$ cat config.mk
export PLATFORM = sky130hd
export DESIGN_NAME = conv_window_feeder
export DESIGN_NICKNAME = d
export VERILOG_FILES = /design/src/rtl/conv_pkg.sv /design/src/rtl/conv_line_buffer.sv /design/src/rtl/conv_window_feeder.sv
export SDC_FILE = /design/constraint.sdc
export NUM_CORES = 1
export LEC_CHECK = 0
export BUFFER_PORTS_ARGS = -buffer_cell sky130_fd_sc_hd__buf_2
export CAP_MARGIN = 20
export CORE_MARGIN = 2
export CORE_UTILIZATION = 35
export CTS_BUF_LIST = sky130_fd_sc_hd__clkbuf_16
export CTS_CLUSTER_SIZE = 12
export DETAILED_ROUTE_END_ITERATION = 7
export GPL_TIMING_DRIVEN = 0
export PLACE_DENSITY = 0.54
export SYNTH_ARGS = -nofsm -noshare
export SYNTH_HDL_FRONTEND = slang
export SYNTH_SLANG_ARGS = --single-unit
$ cat constraint.sdc
create_clock -name clk -period 6.4 [get_ports clk]
set_input_delay 0.32 -clock clk [delete_from_list [all_inputs] [get_ports clk]]
set_output_delay 0.32 -clock clk [all_outputs]
set_load 0.1 [all_outputs]
$ cat src/rtl/conv_pkg.sv
// -----------------------------------------------------------------------------
// conv_pkg
// Shared definitions for the convolution window feeder:
//   DW      - pixel / weight width (the convolution core is fixed at 8 bits)
//   KTAPS   - number of taps in a 3x3 kernel
//   win_t   - nine DW-bit values; index 0 = top-left, index 8 = bottom-right
//   cnt_w() - width of a counter that runs 0..n-1
// -----------------------------------------------------------------------------
package conv_pkg;

  localparam int DW    = 8;
  localparam int KTAPS = 9;

  typedef logic [KTAPS-1:0][DW-1:0] win_t;

  function automatic int cnt_w(input int n);
    return (n < 2) ? 1 : $clog2(n);
  endfunction

endpackage

$ cat src/rtl/conv_line_buffer.sv
// -----------------------------------------------------------------------------
// conv_line_buffer
// Two-row delay line indexed by column. On each write the pixel previously
// stored one row back at this column moves to two rows back, and the new
// pixel is stored one row back.
//   clk    - clock
//   i_we   - write enable (one accepted pixel)
//   i_col  - column of the pixel being written
//   i_pix  - pixel being written
//   o_tap1 - pixel at this column from the previous row (r-1)
//   o_tap2 - pixel at this column from two rows back   (r-2)
// Taps are read combinationally at i_col, i.e. before the write lands.
// -----------------------------------------------------------------------------
module conv_line_buffer
  import conv_pkg::*;
#(
  parameter int IMG_W = 8,
  parameter int PIX_W = DW,
  parameter int CW    = cnt_w(IMG_W)
) (
  input  logic             clk,
  input  logic             i_we,
  input  logic [CW-1:0]    i_col,
  input  logic [PIX_W-1:0] i_pix,
  output logic [PIX_W-1:0] o_tap1,
  output logic [PIX_W-1:0] o_tap2
);

  logic [PIX_W-1:0] r_row1 [IMG_W];
  logic [PIX_W-1:0] r_row2 [IMG_W];

  // NOTE: the row storage has no reset on purpose; the first two rows of
  // every frame never emit a window, so stale contents are never observed.
  always_ff @(posedge clk) begin
    if (i_we) begin
      r_row2[i_col] <= r_row1[i_col];
      r_row1[i_col] <= i_pix;
    end
  end

  assign o_tap1 = r_row1[i_col];
  assign o_tap2 = r_row2[i_col];

endmodule

$ cat src/rtl/conv_window_feeder.sv
// -----------------------------------------------------------------------------
// conv_window_feeder
// Drives the convolution core's input interface from a serial weight stream
// and a raster pixel stream. Weights are collected into a shadow file and
// published (weight_valid pulse) only at a frame boundary; pixels are turned
// into 3x3 windows (no padding) with one in_valid pulse per window.
//   clk, rst_n                 - clock, synchronous active-low reset
//   wgt_in_valid/wgt_in_data   - serial weight bytes, W1..W9 row-major
//   pix_valid/pix_data         - raster pixels, row 0 col 0 first
//   pix_ready                  - pixel accepted when pix_valid && pix_ready
//   weight_valid, In_Weight_*  - kernel weights, held between pulses
//   in_valid, In_IFM_*         - window, 1 = top-left, 9 = bottom-right
//   frame_done                 - coincident with the last window of a frame
// -----------------------------------------------------------------------------
module conv_window_feeder #(
  parameter int IMG_W = 8,
  parameter int IMG_H = 8,
  parameter int DW    = 8
) (
  input  logic          clk,
  input  logic          rst_n,
  input  logic          wgt_in_valid,
  input  logic [DW-1:0] wgt_in_data,
  input  logic          pix_valid,
  input  logic [DW-1:0] pix_data,
  output logic          pix_ready,
  output logic          weight_valid,
  output logic [DW-1:0] In_Weight_1,
  output logic [DW-1:0] In_Weight_2,
  output logic [DW-1:0] In_Weight_3,
  output logic [DW-1:0] In_Weight_4,
  output logic [DW-1:0] In_Weight_5,
  output logic [DW-1:0] In_Weight_6,
  output logic [DW-1:0] In_Weight_7,
  output logic [DW-1:0] In_Weight_8,
  output logic [DW-1:0] In_Weight_9,
  output logic          in_valid,
  output logic [DW-1:0] In_IFM_1,
  output logic [DW-1:0] In_IFM_2,
  output logic [DW-1:0] In_IFM_3,
  output logic [DW-1:0] In_IFM_4,
  output logic [DW-1:0] In_IFM_5,
  output logic [DW-1:0] In_IFM_6,
  output logic [DW-1:0] In_IFM_7,
  output logic [DW-1:0] In_IFM_8,
  output logic [DW-1:0] In_IFM_9,
  output logic          frame_done
);

  import conv_pkg::*;

  localparam int CW  = cnt_w(IMG_W);
  localparam int RW  = cnt_w(IMG_H);
  localparam int WCW = cnt_w(KTAPS);

  localparam logic [CW-1:0]  COL_LAST = CW'(IMG_W - 1);
  localparam logic [RW-1:0]  ROW_LAST = RW'(IMG_H - 1);
  localparam logic [WCW-1:0] WGT_LAST = WCW'(KTAPS - 1);

  // Weight collector state
  logic [WCW-1:0] r_wcnt;
  win_t           r_shadow;
  win_t           r_wgt;
  logic           r_wgt_pending;
  logic           r_weights_loaded;
  logic           r_weight_valid;

  // Raster position of the next pixel to be accepted
  logic [CW-1:0] r_col;
  logic [RW-1:0] r_row;

  // Two most recent window columns; index 2 = top (r-2), 0 = bottom (r)
  logic [2:0][DW-1:0] r_col_old;
  logic [2:0][DW-1:0] r_col_new;

  // Window output
  win_t r_ifm;
  logic r_in_valid;
  logic r_frame_done;

  logic [DW-1:0] w_lb1;
  logic [DW-1:0] w_lb2;
  logic          w_boundary;
  logic          w_frame_idle;
  logic          w_pix_ready;
  logic          w_accept;
  logic          w_win_hit;
  logic          w_last_pix;

  // A pending reload stalls pixels as soon as the raster wraps, so no pixel of
  // the next frame slips in under the old weights; the copy itself waits until
  // the last window has also left, keeping weight_valid and in_valid apart.
  assign w_boundary   = (r_col == '0) && (r_row == '0);
  assign w_frame_idle = w_boundary && !r_in_valid;
  assign w_pix_ready  = r_weights_loaded && !(r_wgt_pending && w_boundary);
  assign w_accept     = pix_valid && w_pix_ready;
  assign w_win_hit    = (r_row >= RW'(2)) && (r_col >= CW'(2));
  assign w_last_pix   = (r_row == ROW_LAST) && (r_col == COL_LAST);

  conv_line_buffer #(
    .IMG_W (IMG_W),
    .PIX_W (DW),
    .CW    (CW)
  ) u_line_buffer (
    .clk    (clk),
    .i_we   (w_accept),
    .i_col  (r_col),
    .i_pix  (pix_data),
    .o_tap1 (w_lb1),
    .o_tap2 (w_lb2)
  );

  // NOTE: all state below uses non-blocking assignments so every register
  // samples the pre-edge values of the others, independent of statement order.
  always_ff @(posedge clk) begin
    if (!rst_n) begin
      r_wcnt           <= '0;
      r_shadow         <= '0;
      r_wgt            <= '0;
      r_wgt_pending    <= 1'b0;
      r_weights_loaded <= 1'b0;
      r_weight_valid   <= 1'b0;
      r_col            <= '0;
      r_row            <= '0;
      r_col_old        <= '0;
      r_col_new        <= '0;
      r_ifm            <= '0;
      r_in_valid       <= 1'b0;
      r_frame_done     <= 1'b0;
    end else begin
      r_weight_valid <= 1'b0;
      r_in_valid     <= 1'b0;
      r_frame_done   <= 1'b0;

      // Weight collection; bytes arriving while a reload is pending are dropped
      if (r_wgt_pending && w_frame_idle) begin
        r_wgt            <= r_shadow;
        r_weight_valid   <= 1'b1;
        r_weights_loaded <= 1'b1;
        r_wgt_pending    <= 1'b0;
      end else if (wgt_in_valid && !r_wgt_pending) begin
        r_shadow[r_wcnt] <= wgt_in_data;
        if (r_wcnt == WGT_LAST) begin
          r_wcnt        <= '0;
          r_wgt_pending <= 1'b1;
        end else begin
          r_wcnt <= r_wcnt + 1'b1;
        end
      end

      if (w_accept) begin
        // Raster position
        if (r_col == COL_LAST) begin
          r_col <= '0;
          r_row <= (r_row == ROW_LAST) ? '0 : r_row + 1'b1;
        end else begin
          r_col <= r_col + 1'b1;
        end

        // The shifter runs across row wraps; windows at c<2 are just not emitted
        r_col_old <= r_col_new;
        r_col_new <= {w_lb2, w_lb1, pix_data};

        if (w_win_hit) begin
          r_ifm        <= {pix_data,     r_col_new[0], r_col_old[0],
                           w_lb1,        r_col_new[1], r_col_old[1],
                           w_lb2,        r_col_new[2], r_col_old[2]};
          r_in_valid   <= 1'b1;
          r_frame_done <= w_last_pix;
        end
      end
    end
  end

  assign pix_ready    = w_pix_ready;
  assign weight_valid = r_weight_valid;
  assign in_valid     = r_in_valid;
  assign frame_done   = r_frame_done;

  assign In_Weight_1 = r_wgt[0];
  assign In_Weight_2 = r_wgt[1];
  assign In_Weight_3 = r_wgt[2];
  assign In_Weight_4 = r_wgt[3];
  assign In_Weight_5 = r_wgt[4];
  assign In_Weight_6 = r_wgt[5];
  assign In_Weight_7 = r_wgt[6];
  assign In_Weight_8 = r_wgt[7];
  assign In_Weight_9 = r_wgt[8];

  assign In_IFM_1 = r_ifm[0];
  assign In_IFM_2 = r_ifm[1];
  assign In_IFM_3 = r_ifm[2];
  assign In_IFM_4 = r_ifm[3];
  assign In_IFM_5 = r_ifm[4];
  assign In_IFM_6 = r_ifm[5];
  assign In_IFM_7 = r_ifm[6];
  assign In_IFM_8 = r_ifm[7];
  assign In_IFM_9 = r_ifm[8];

endmodule

* Yosys cells after proc, flatten, opt, wreduce, memory -nomap -nowiden
Memories as Yosys holds them, arrays and structs flattened. A register that Yosys moved wholly into a read port is not among the register bits. Cells that the tools add are included.
Storage, ports and cells: register bits after elaboration 279, bits in latches 0, memory bits (writable) 128, bits in read-only memories 0, input port bits 20, memories kept 2
Cells by class: add/sub/neg operators 3, $mul 0, divide/modulo/power cells 0, order comparisons 4, equal/unequal tests 3, shift operators 0, mux-type cells 14, bitwise operators 2, reductions and logical operators 22
Memories:
- u_line_buffer.r_row1 | words 8, bits a word 8, read ports 1, clocked after Yosys merged registers in 1, wr ports 1, line conv_line_buffer.sv:29 | logic [PIX_W-1:0] r_row1 [IMG_W];
- u_line_buffer.r_row2 | words 8, bits a word 8, read ports 1, clocked after Yosys merged registers in 1, wr ports 1, line conv_line_buffer.sv:30 | logic [PIX_W-1:0] r_row2 [IMG_W];
Operators with widths (number):
- $bwmux 72 | 1
- $demux 8 s4 | 1
- $mux 3 | 6
- $logic_and 1x1->1 | 10
- $reduce_and 2->1 | 5
- $mux 8 | 1
- $add 3x1->3 const B | 2
- $eq 3x3->1 const B | 2
- $ge 3x2->1 const B | 2
- $logic_not 3->1 | 2
- $lt 4x5->1 const B | 1
- $add 4x1->4 const B | 1
- $eq 4x4->1 const B | 1
- $ge 4x1->1 const B | 1
- $mux 1 | 4
- $mux 4 | 1
- $logic_not 1->1 | 3
- $reduce_and 3->1 | 1
- $not 1->1 | 2
- $reduce_or 2->1 | 1

* Longest topological paths before layout
word-level depth 8, gate-level depth with buffers 9

* Modules after synthesis
From an unflattened synthesis, not the netlist that was laid out.
Second synthesis, totals: cells, all modules 1416, area, all modules 15469.8 um^2
Modules (own cells, without submodules):
- conv_window_feeder | instances 1, cells each 1194, area an instance 10497.6 um^2, seq. area each 5585.4 um^2
- conv_line_buffer | instances 1, cells each 222, area an instance 4972.3 um^2, seq. area each 3843.7 um^2

* Worst setup path before layout
Ideal clock, no wire load.
kind flip-flop to flip-flop, from register r_col[0], to memory u_line_buffer.r_row1[2][0] (netlist bit), enable pin, arrival 3149 ps, path slack 2821 ps, stages on the path, launching flop included 9, path buffers 3, cell sequence dfxtp_1 -> clkbuf_1 -> inv_1 -> ha_1 -> and4bb_4 -> a21o_2 -> buf_6 -> buf_2 -> nor4_1
On the way: cells in the longest elaborated chain, start to end 8
RTL lines:
- start: declaration | line conv_window_feeder.sv:69 | logic [CW-1:0] r_col;
- start signal: assignment | line conv_window_feeder.sv:157 | r_col <= r_col + 1'b1;
- $logic_not 3->1 | line conv_window_feeder.sv:93 | assign w_boundary = (r_col == '0) && (r_row == '0);
- $logic_and 1x1->1 | line conv_window_feeder.sv:93
- $logic_and 1x1->1 | line conv_window_feeder.sv:95 | assign w_pix_ready = r_weights_loaded && !(r_wgt_pending && w_boundary);
- $logic_not 1->1 | line conv_window_feeder.sv:95
- $logic_and 1x1->1 | line conv_window_feeder.sv:95
- $logic_and 1x1->1 | line conv_window_feeder.sv:96 | assign w_accept = pix_valid && w_pix_ready;
- $mux 1 | line conv_line_buffer.sv:35 | if (i_we) begin
- $mux 1 (implied by the code) | line conv_line_buffer.sv:37 | r_row1[i_col] <= i_pix;
- end: declaration | line conv_line_buffer.sv:29
Parallel ways exist; a longest one is shown, timed or not.

* Worst setup path in the final report
Same ends and word-level chain as after synthesis.

==> results.toml <==
[global_routing]
grt.overflow.total = 0
grt_pass1_vias = 10886
grt_max_degree = 14
grt_antenna_before_repair = 1
grt_use_total_pct = 18.7
grt_pass1_wl_um = 64000

[sta]
min_period_ns = 3.46
hold_viol = 0
slew_headroom_pct = 31.8
fin_ws_ns = 2.94
fin_crit_sh_pct = 54.1
slew_violations = 0
worstMarginPinSlew_ns = 1.02
fin_skew_ns = 0.0225
grt_setup_unrepaired = "false"
fmax_ghz = 0.289
setup_viol = 0
tns_ns = 0

[power_and_ir_drop]
seq_power_share_pct = 52.3
combPwrFrac_pct = 2.0
ir_drop_v = 0.000196
power_density_mw_per_mm2 = 285
netSwitchingPower_mw = 1.11
power_frac_clock_pct = 45.7
internal-power_mw = 4.03
swShare_pct = 21.6
p_leak_nw = 6.40

[cts]
post_cts_resized = 0
clockBufferDepth = 3
clk_pin_slew_ns = 0.06
root_buffer = "clkbuf_16"
clock_latency_ns = 0.57
cts_hold_buf = 0
cts-buffers-inserted = 44
clock_sinks = 410
cts_tree = "done"
htree_levels = 2
cts_setup_buffers = 0

[synth]
synth.cell_area_mm2 = 0.0151
synth_warnings = 0
syn_inst = 1448
yosysSeqAreaShare_pct = 62.9
synth_nets = 1480
synth_seq_cells = 410
synth_cell_types = 43
syn_area_per_cell_um2 = 10.4

[floorplanning]
start_util_pct = 35.2
die-area_mm2 = 0.0447
core_mm2 = 0.0428
rows = 76
dieWidth_um = 212
pin_count = 168
die_y_um = 212

[setup_path]
reg2reg_slack_ns = 2.94
worstRegToRegCells = 11
timing.rr.start = "r_col[0]"
startpoint_type = "flip-flop"
endpoint_kind = "flip-flop"
cp.required_ns = 6.67
worstSetupPathType = "flip-flop to flip-flop"
worstReg2RegEnd = "u_line_buffer.r_row1[2][0]"
path_cells = "clkbuf_1 > inv_1 > ha_1 > and4bb_4 > a21o_2 > buf_6 > buf_2 > nor4_2 > buf_4 > buf_4 > buf_4"
critPathMaxStageDelay_ns = 0.57
cp_top_family = "buffers and inverters"
cpMaxStageDelayCell = "nor4_2"
cpMostUsedCell = "buf_4"
path_buf_inv = 7
cp_max_fo = 10
cp_data_arrival_time_ns = 3.73

[run_status]
outcome = "completed"

[place]
hpwl_um = 30200
place_ws_ns = 2.94
gp_congestion = 0.817
placed_area_mm2 = 0.0167
numPortBuffers = 158

[route]
postRouteAntennaNets = 0
drtIter0Drc = 763
wl_um = 42100
drc = 0
vias = 11377
viasPerCell = 5.07
firstDrtPassIters = 7
wire_per_inst_um = 18.8

[final_layout]
diodes = 0
final_common_cell = "nand2_1"
final_area_mm2 = 0.0180
final_cell_mix = "nand2_1, dfxtp_1, a21oi_1"
area.growth.synth_to_final_pct = 19.7
layout-drive-gt1-share_pct = 17.8
nNetsFinal = 1697

[min_path]
hold_depth = 3
holdCritStartpoint = "pix_data[3]"
hold_class = "input pin to flip-flop"
min_to = "r_col_new[3]"

[flow_run]
maxCapViolations = 0
[metal layers]
layer	track usage, %	share of wire (%)	vias to the layer above	wire length, um
li1	-	-	5503	-
met5	0	0	-	0
met3	3.63	5.5	54	2340
met2	29.6	46	271	19400
met4	5.39	2.2	0	914
met1	26.0	46	5549	19500
[Yosys cell counts (all sizes together)]
| library cell | count | share of area, % |
|---|---|---|
| or2 | 2 | 0.083 |
| a211oi | 5 | 0.25 |
| o21ai | 62 | 2.1 |
| nor4bb | 1 | 0.066 |
| nor3 | 10 | 0.33 |
| nor4b | 2 | 0.22 |
| a21boi | 1 | 0.050 |
| mux2i | 56 | 3.7 |
| nor4 | 1 | 0.042 |
| nand4 | 3 | 0.12 |
| nand3 | 106 | 3.5 |
| edfxtp | 128 | 25 |
| nor3b | 1 | 0.050 |
| mux4 | 22 | 3.3 |
| nand2b | 3 | 0.12 |
| nand3b | 1 | 0.050 |
| buf | 43 | 1.6 |
| a21o | 1 | 0.058 |
| and3 | 1 | 0.042 |
| and4bb | 1 | 0.11 |
| dfxtp | 282 | 37 |
| clkbuf | 76 | 1.9 |
| o211ai | 11 | 0.55 |
| o31ai | 2 | 0.10 |
| nor2 | 26 | 0.70 |
| or3 | 1 | 0.042 |
| and3b | 1 | 0.058 |
| ha | 12 | 1.0 |
| and2 | 2 | 0.083 |
| o22ai | 21 | 0.87 |
| a21oi | 221 | 7.4 |
| o32ai | 1 | 0.11 |
| inv | 17 | 0.42 |
| o32a | 1 | 0.066 |
| nand2 | 324 | 8.1 |
[registers in the layout, summed over array words and instances (netlist names), 24 cells and up, named ones only]
register,count
u_line_buffer.r_row1,64
r_shadow,72
r_col_old,24
r_col_new,24
u_line_buffer.r_row2,64
[layout make-up]
class	count	area, um^2
multi-input cells	902	5040
clock buffers	46	1150
plain buffers	119	520
clock inverters	33	169
inverters	17	63.8
repair buffers	171	922
fillers	4162	24800
flip-flops and latches	410	9490
well taps	546	683
[worst max-delay path by stage]
stage	start	end	slack, ns	cells after the start
floorplan	r_col[0]	u_line_buffer.r_row1[2][0]	2.82	8
global placement	r_col[0]	u_line_buffer.r_row2[2][1]	0.84	8
detailed placement	r_col[0]	u_line_buffer.r_row1[2][1]	2.94	11
CTS	r_col[0]	u_line_buffer.r_row1[2][0]	2.91	11
global route	r_col[0]	u_line_buffer.r_row1[2][0]	2.72	11
finish	r_col[0]	u_line_buffer.r_row1[2][0]	2.94	11
[metrics by stage]
| step | utilization, % | hold slack [ns] | cells | total power [mW] |
|---|---|---|---|---|
| after global placement | 38.7 | 0.442 | 2152 | 2.84 |
| after CTS | 42.2 | 0.0828 | 2244 | 5.19 |
| final | 42.2 | 0.104 | 2244 | 5.13 |
| after detailed placement | 39.1 | 0.445 | 2165 | 2.84 |
| after floorplan | - | 0.419 | 1448 | 2.80 |
| after global routing | 42.2 | 0.111 | 2244 | 5.30 |
[cell families after synthesis]
kind of cell | Yosys count | synth area share, %
fa+ha+maj | 12 | 0.996
simple gates | 486 | 13.7
compound gates | 326 | 11.5
buf+inv | 136 | 3.88
mux | 78 | 7.01
flops | 410 | 62.9
[worst reg2reg max path, delay by kind of cell, from the launching register on]
family	cells	cell delay, ns
buf+inv	7	1.50
simple gates	2	0.80
flops	1	0.33
compound gates	1	0.32
fa+ha+maj	1	0.22
[power groups by stage]
stage	logic, mW	clock network (mW)	registers, mW
5_1_grt	0.114	2.51	2.68
2_1_floorplan	0.0582	0	2.74
4_1_cts	0.105	2.40	2.68
3_5_place_dp	0.104	0	2.74
6_report	0.105	2.35	2.68
3_3_place_gp	0.103	0	2.74
(Power assumes the default switching activity.)
